===== src/rtl/aes_round_ctrl.sv =====
// AES round sequencer: accepts a block, issues NR round-advance strobes with
// the key-expansion round constant, then holds the result until it is taken.
//
// state   | meaning
// --------+-------------------------------------------------------------
// S_IDLE  | no block in flight; ready to accept
// S_ROUND | datapath advancing one round per cycle, round_num = 1..NR
// S_DONE  | ciphertext final, waiting for out_ready (or back-to-back accept)
module aes_round_ctrl #(
    parameter int NR = 10
) (
    input  logic       clk,
    input  logic       rst,
    input  logic       in_valid,
    output logic       in_ready,
    input  logic       abort,
    input  logic       out_ready,
    output logic       out_valid,
    output logic       ld_init,
    output logic       rnd_en,
    output logic       mix_bypass,
    output logic [3:0] round_num,
    output logic [7:0] rcon,
    output logic       busy
);

    localparam logic [3:0] NR_L = 4'(NR);

    typedef enum logic [1:0] {
        S_IDLE  = 2'd0,
        S_ROUND = 2'd1,
        S_DONE  = 2'd2
    } state_t;

    state_t     state_q, state_d;
    logic [3:0] left_q, left_d;
    logic [7:0] rcon_q, rcon_d;
    logic       accept;

    function automatic logic [7:0] mul2(input logic [7:0] r);
        return {r[6:0], 1'b0} ^ (r[7] ? 8'h1B : 8'h00);
    endfunction

    always_ff @(posedge clk) begin
        if (rst) begin
            state_q <= S_IDLE;
            left_q  <= '0;
            rcon_q  <= '0;
        end else begin
            state_q <= state_d;
            left_q  <= left_d;
            rcon_q  <= rcon_d;
        end
    end

    // left_q is a down-counter of rounds remaining after the current one;
    // the last round is its terminal count of zero.
    always_comb begin
        state_d    = state_q;
        left_d     = left_q;
        rcon_d     = rcon_q;
        in_ready   = 1'b0;
        out_valid  = 1'b0;
        rnd_en     = 1'b0;
        mix_bypass = 1'b0;
        round_num  = '0;
        rcon       = '0;
        busy       = 1'b0;

        case (state_q)
            S_IDLE: begin
                in_ready = !rst;
            end
            S_ROUND: begin
                busy       = 1'b1;
                rnd_en     = 1'b1;
                round_num  = NR_L - left_q;
                mix_bypass = (left_q == 4'd0);
                rcon       = rcon_q;
                if (left_q == 4'd0) begin
                    state_d = S_DONE;
                end else begin
                    left_d = left_q - 4'd1;
                    rcon_d = mul2(rcon_q);
                end
            end
            S_DONE: begin
                busy      = 1'b1;
                out_valid = !abort;
                in_ready  = out_ready && !rst;
                if (out_ready) state_d = S_IDLE;
            end
            default: begin
                state_d = S_IDLE;
            end
        endcase

        accept  = in_valid && in_ready && !abort;
        ld_init = accept;

        if (abort && state_q != S_IDLE) state_d = S_IDLE;

        if (accept) begin
            state_d = S_ROUND;
            left_d  = NR_L - 4'd1;
            rcon_d  = 8'h01;
        end

        // Reset masks every output so a discarded block never shows as valid.
        if (rst) begin
            out_valid  = 1'b0;
            rnd_en     = 1'b0;
            mix_bypass = 1'b0;
            round_num  = '0;
            rcon       = '0;
            busy       = 1'b0;
            ld_init    = 1'b0;
        end
    end

endmodule

===== config.mk =====
export PLATFORM = sky130hd
export DESIGN_NAME = aes_round_ctrl
export DESIGN_NICKNAME = d
export VERILOG_FILES = /design/src/rtl/aes_round_ctrl.sv
export SDC_FILE = /design/constraint.sdc
export NUM_CORES = 1
export LEC_CHECK = 0
export CAP_MARGIN = 20
export CELL_PAD_IN_SITES_DETAIL_PLACEMENT = 1
export CELL_PAD_IN_SITES_GLOBAL_PLACEMENT = 1
export CORE_UTILIZATION = 39
export CTS_BUF_LIST = sky130_fd_sc_hd__clkbuf_8
export CTS_CLUSTER_DIAMETER = 50
export CTS_CLUSTER_SIZE = 12
export DETAILED_ROUTE_END_ITERATION = 7
export HOLD_SLACK_MARGIN = 0.1
export PLACE_DENSITY_LB_ADDON = 0.1
export SLEW_MARGIN = 20
export SYNTH_ARGS = -nofsm -noshare
export SYNTH_HDL_FRONTEND = slang
export SYNTH_SLANG_ARGS = --single-unit

===== constraint.sdc =====
create_clock -name clk -period 3.7 [get_ports clk]
set_input_delay 1.11 -clock clk [delete_from_list [all_inputs] [get_ports clk]]
set_output_delay 1.11 -clock clk [all_outputs]
set_load 0.02 [all_outputs]

==> out/summary.log <==
[outcome] status complete, no violations
[timing] Final period util 98.0%
[clock_network] master cell of the clock root buffer clkbuf_8
[pwr] power density over the cells 617 mW/mm^2
[pwr] worst supply voltage drop on vdd 0.000361 V
[job] number of max-cap violations 0
[layout] antenna cell count 0
[global_routing] largest net degree at the start of global routing 25
[timing] endpoints failing setup 0
[layout] highest-count cells in the layout ignoring fill and taps dlygate4sd2_1 (15), dfxtp_1 (14), a21oi_1 (12), buf_4 (10), inv_1 (9)
[critical_path] peak fanout along the critical path 7
[route] wire length reported by the detailed router 2.38 mm
[placement] Placed Instances 161
[pwr] Internal Power 407 uW
[critical_path] top cell family by delay on the critical path buffers and inverters
[yosys] flops & latches, synth 14
[clock_network] clock buffer count from CTS 3
[layout] fillcell total 266
[route] via/cell ratio 5.49
[die] chip height 49.5 um
[yosys] Synth cell types 27
[pwr] static leakage 0.000535 uW
[critical_path] sort of element at the end of the critical path output pin
[yosys] per-instance average area after synthesis 8.07 um^2
[route] detailed-routing iteration count for the pre-antenna-repair pass 4
[clock_network] post-cts repair resize count 19
[route] remaining antenna violation count 0
[clock_network] postcts setup bufs 0
[pwr] P_sw 333 uW
[die] area of the core 0.00204 mm^2
[global_routing] Overall Global Routing Usage 21.5%
[layout] Design Area, Final 0.00120 mm^2
[die] die outline area 0.00245 mm^2
[route] drt drc 0
[critical_path] Largest stage delay, worst path 630 ps
[clock_network] Skew-Pair Late Insertion Delay 240 ps
[critical_path] r2r setup slk 1640 ps
[global_routing] first-pass GRT wire length 4.06 mm
[die] horizontal die dimension 49.5 um
[yosys] Syn Inst Count 109
[critical_path] slowest library cell on the worst path clkdlybuf4s50_1
[pwr] Sw Share 45.0%
[clock_network] number of sinks on the clock net 14
[clock_network] CTS tree built
[critical_path] Worst R2R End left_q[1]
[layout] net count of the finished layout 151
[yosys] synthesized area 880 um^2
[critical_path] required time at the worst-slack endpoint 2590 ps
[route] First DRT Iteration DRCs 17
[clock_network] # H-tree levels 1
[critical_path] type of the worst setup path primary input to output pin
[die] number of rows created at floorplan 16
[timing] max_slew headroom 40.5%
[critical_path] most frequent cell on the critical path clkdlybuf4s50_1
[route] number of vias after detailed routing 901
[min_path] class of the most critical hold timing path flip-flop to flip-flop
[layout] P&R area growth vs syn 36.3%
[global_routing] antenna violations before repair 0
[placement] final weighted congestion in routability-driven placement 0.780
[layout] post-route non-filler standard cell count 164
[critical_path] length in cells of the worst reg-to-reg path 5
[placement] hpwl dp 1.70 mm
[yosys] net count of the mapped netlist 121
[critical_path] critical path cell sequence clkdlybuf4s50_1, buf_4, nor3b_1, clkdlybuf4s50_1
[layout] most common cell after layout, fill and taps aside dlygate4sd2_1
[layout] Finished Core Util 58.7%
[layout] share of cells above drive strength 1 13.1%
[critical_path] origin of the critical flop-to-flop path left_q[0]
[critical_path] buffering stage count on the worst path with inverters included 3
[global_routing] vias in the first global route 919
[critical_path] Arr. time, crit path 2520 ps
[timing] hold violation total from the final report 0
[pwr] power share of the clock group 16.5%
[critical_path] startpoint kind of the worst setup timing path primary input
[critical_path] capturing element of the worst setup path out_valid
[timing] Worst Max-Slew Pin Slew 891 ps
[yosys] register area share after synthesis 31.9%
[timing] max-slew violation count 0
[timing] Achievable Freq 276 MHz
[pwr] Seq pwr share 28.6%
[timing] Setup Skew 2.28 ps
[die] starting density of the core 43.1%
[clock_network] clk buf depth 2
[yosys] Syn. warnings 0
[clock_network] CTS Hold Bufs 0
[die] I/O pin count 23
[timing] setup repair after global routing missed its margin false
[route] routed len/inst 14.5 um
[placement] worst setup slack before clock tree synthesis -400 ps
[clock_network] clock-pin slew on the worst setup and hold paths 60 ps
[timing] min setup slack post-route 72.8 ps
[timing] setup TNS 0 ps
[timing] post-layout min period 3630 ps
[placement] DP Area 0.00117 mm^2
[critical_path] launching instance or port of the critical path rst
[critical_path] logic depth of the worst path, buffers included 4
[global_routing] remaining global-route overflow 0
[pwr] Logic pwr share 54.9%
[placement] port buffer count 22
flip-flops by register name, summed over array words and instances (netlist names):
name and count:
left_q 4, rcon_q 8, state_q 2
area by class of cell:
| class | count | area [um^2] | share of cell area [%] |
|---|---|---|---|
| multi-input combinational | 80 | 543 | 45.3 |
| sequential | 14 | 280 | 23.4 |
| timing repair buffer | 31 | 267 | 22.2 |
| clock buffer | 3 | 41.3 | 3.44 |
| inverter | 9 | 33.8 | 2.82 |
| tap | 27 | 33.8 | 2.82 |
per-stage QoR:
stage	total power (uW)	hold slack, ps
3_3_place_gp	613	473
6_report	739	497
5_1_grt	797	524
3_5_place_dp	624	490
4_1_cts	738	501
2_1_floorplan	485	449
power by group through the flow:
stage	sequential, uW	clock, uW	combinational (uW)
after global placement	213	0	401
after detailed placement	214	0	409
final	212	122	406
after global routing	215	133	449
after floorplan	204	0	282
after CTS	211	124	403
per-layer routing:
layer / vias to the layer above / share of wire, % / track usage [%]
met5: - / 0 / 0
met4: 0 / 0.42 / 3.33
met3: 2 / 4.1 / 6.79
met2: 21 / 49 / 38.1
met1: 437 / 47 / 25.7
li1: 441 / - / -
synth_stat cells:
master / count / share of area, %
buf_1: 1 / 0.43
o311ai_0: 2 / 2.0
clkbuf_1: 4 / 1.7
a2111oi_2: 1 / 1.7
nand3_1: 7 / 4.0
inv_1: 9 / 3.8
xnor2_1: 5 / 5.0
o31ai_2: 1 / 1.4
nor2_1: 7 / 3.0
and3_1: 8 / 5.7
nor3b_1: 2 / 1.7
or3_1: 2 / 1.4
a31oi_1: 2 / 1.4
nor2b_1: 3 / 2.1
nor3_1: 2 / 1.1
nand2_1: 4 / 1.7
nor4b_1: 1 / 1.0
buf_6: 1 / 1.3
a211o_1: 1 / 1.0
a21oi_1: 12 / 6.8
or3b_4: 1 / 1.3
a211oi_1: 4 / 3.4
ha_1: 7 / 10
o21ai_0: 6 / 3.4
nand4_1: 1 / 0.71
dfxtp_1: 14 / 32
or3b_2: 1 / 1.0
worst min-delay path by stage:
stage          startpoint         to  slack (ps)  cells after the start
3_3_place_gp    rcon_q[6]  rcon_q[7]         470                      2
4_1_cts         rcon_q[4]  rcon_q[5]         500                      2
5_1_grt         rcon_q[1]  rcon_q[2]         520                      2
6_report        rcon_q[6]  rcon_q[7]         500                      2
2_1_floorplan   rcon_q[6]  rcon_q[7]         450                      2
3_5_place_dp    rcon_q[4]  rcon_q[5]         490                      2
worst reg2reg max path: cells and delay by family, from the launching register on:
family / cells / cell delay, ps
flip-flops: 1 / 350
AO/OA/AOI/OAI: 1 / 270
buffers and inverters: 1 / 150
adder cells (fa/ha/maj): 1 / 220
AND/OR/NAND/NOR: 2 / 990
logic make-up after synthesis:
kind of cell    count (synthesis)  synth area share (%)
compound gates                 29                  21.2
xor+xnor                        5                  4.98
fa+ha+maj                       7                  9.96
buf+inv                        15                  7.25
flops                          14                  31.9
simple gates                   39                  24.8
(Power assumes the default switching activity.)
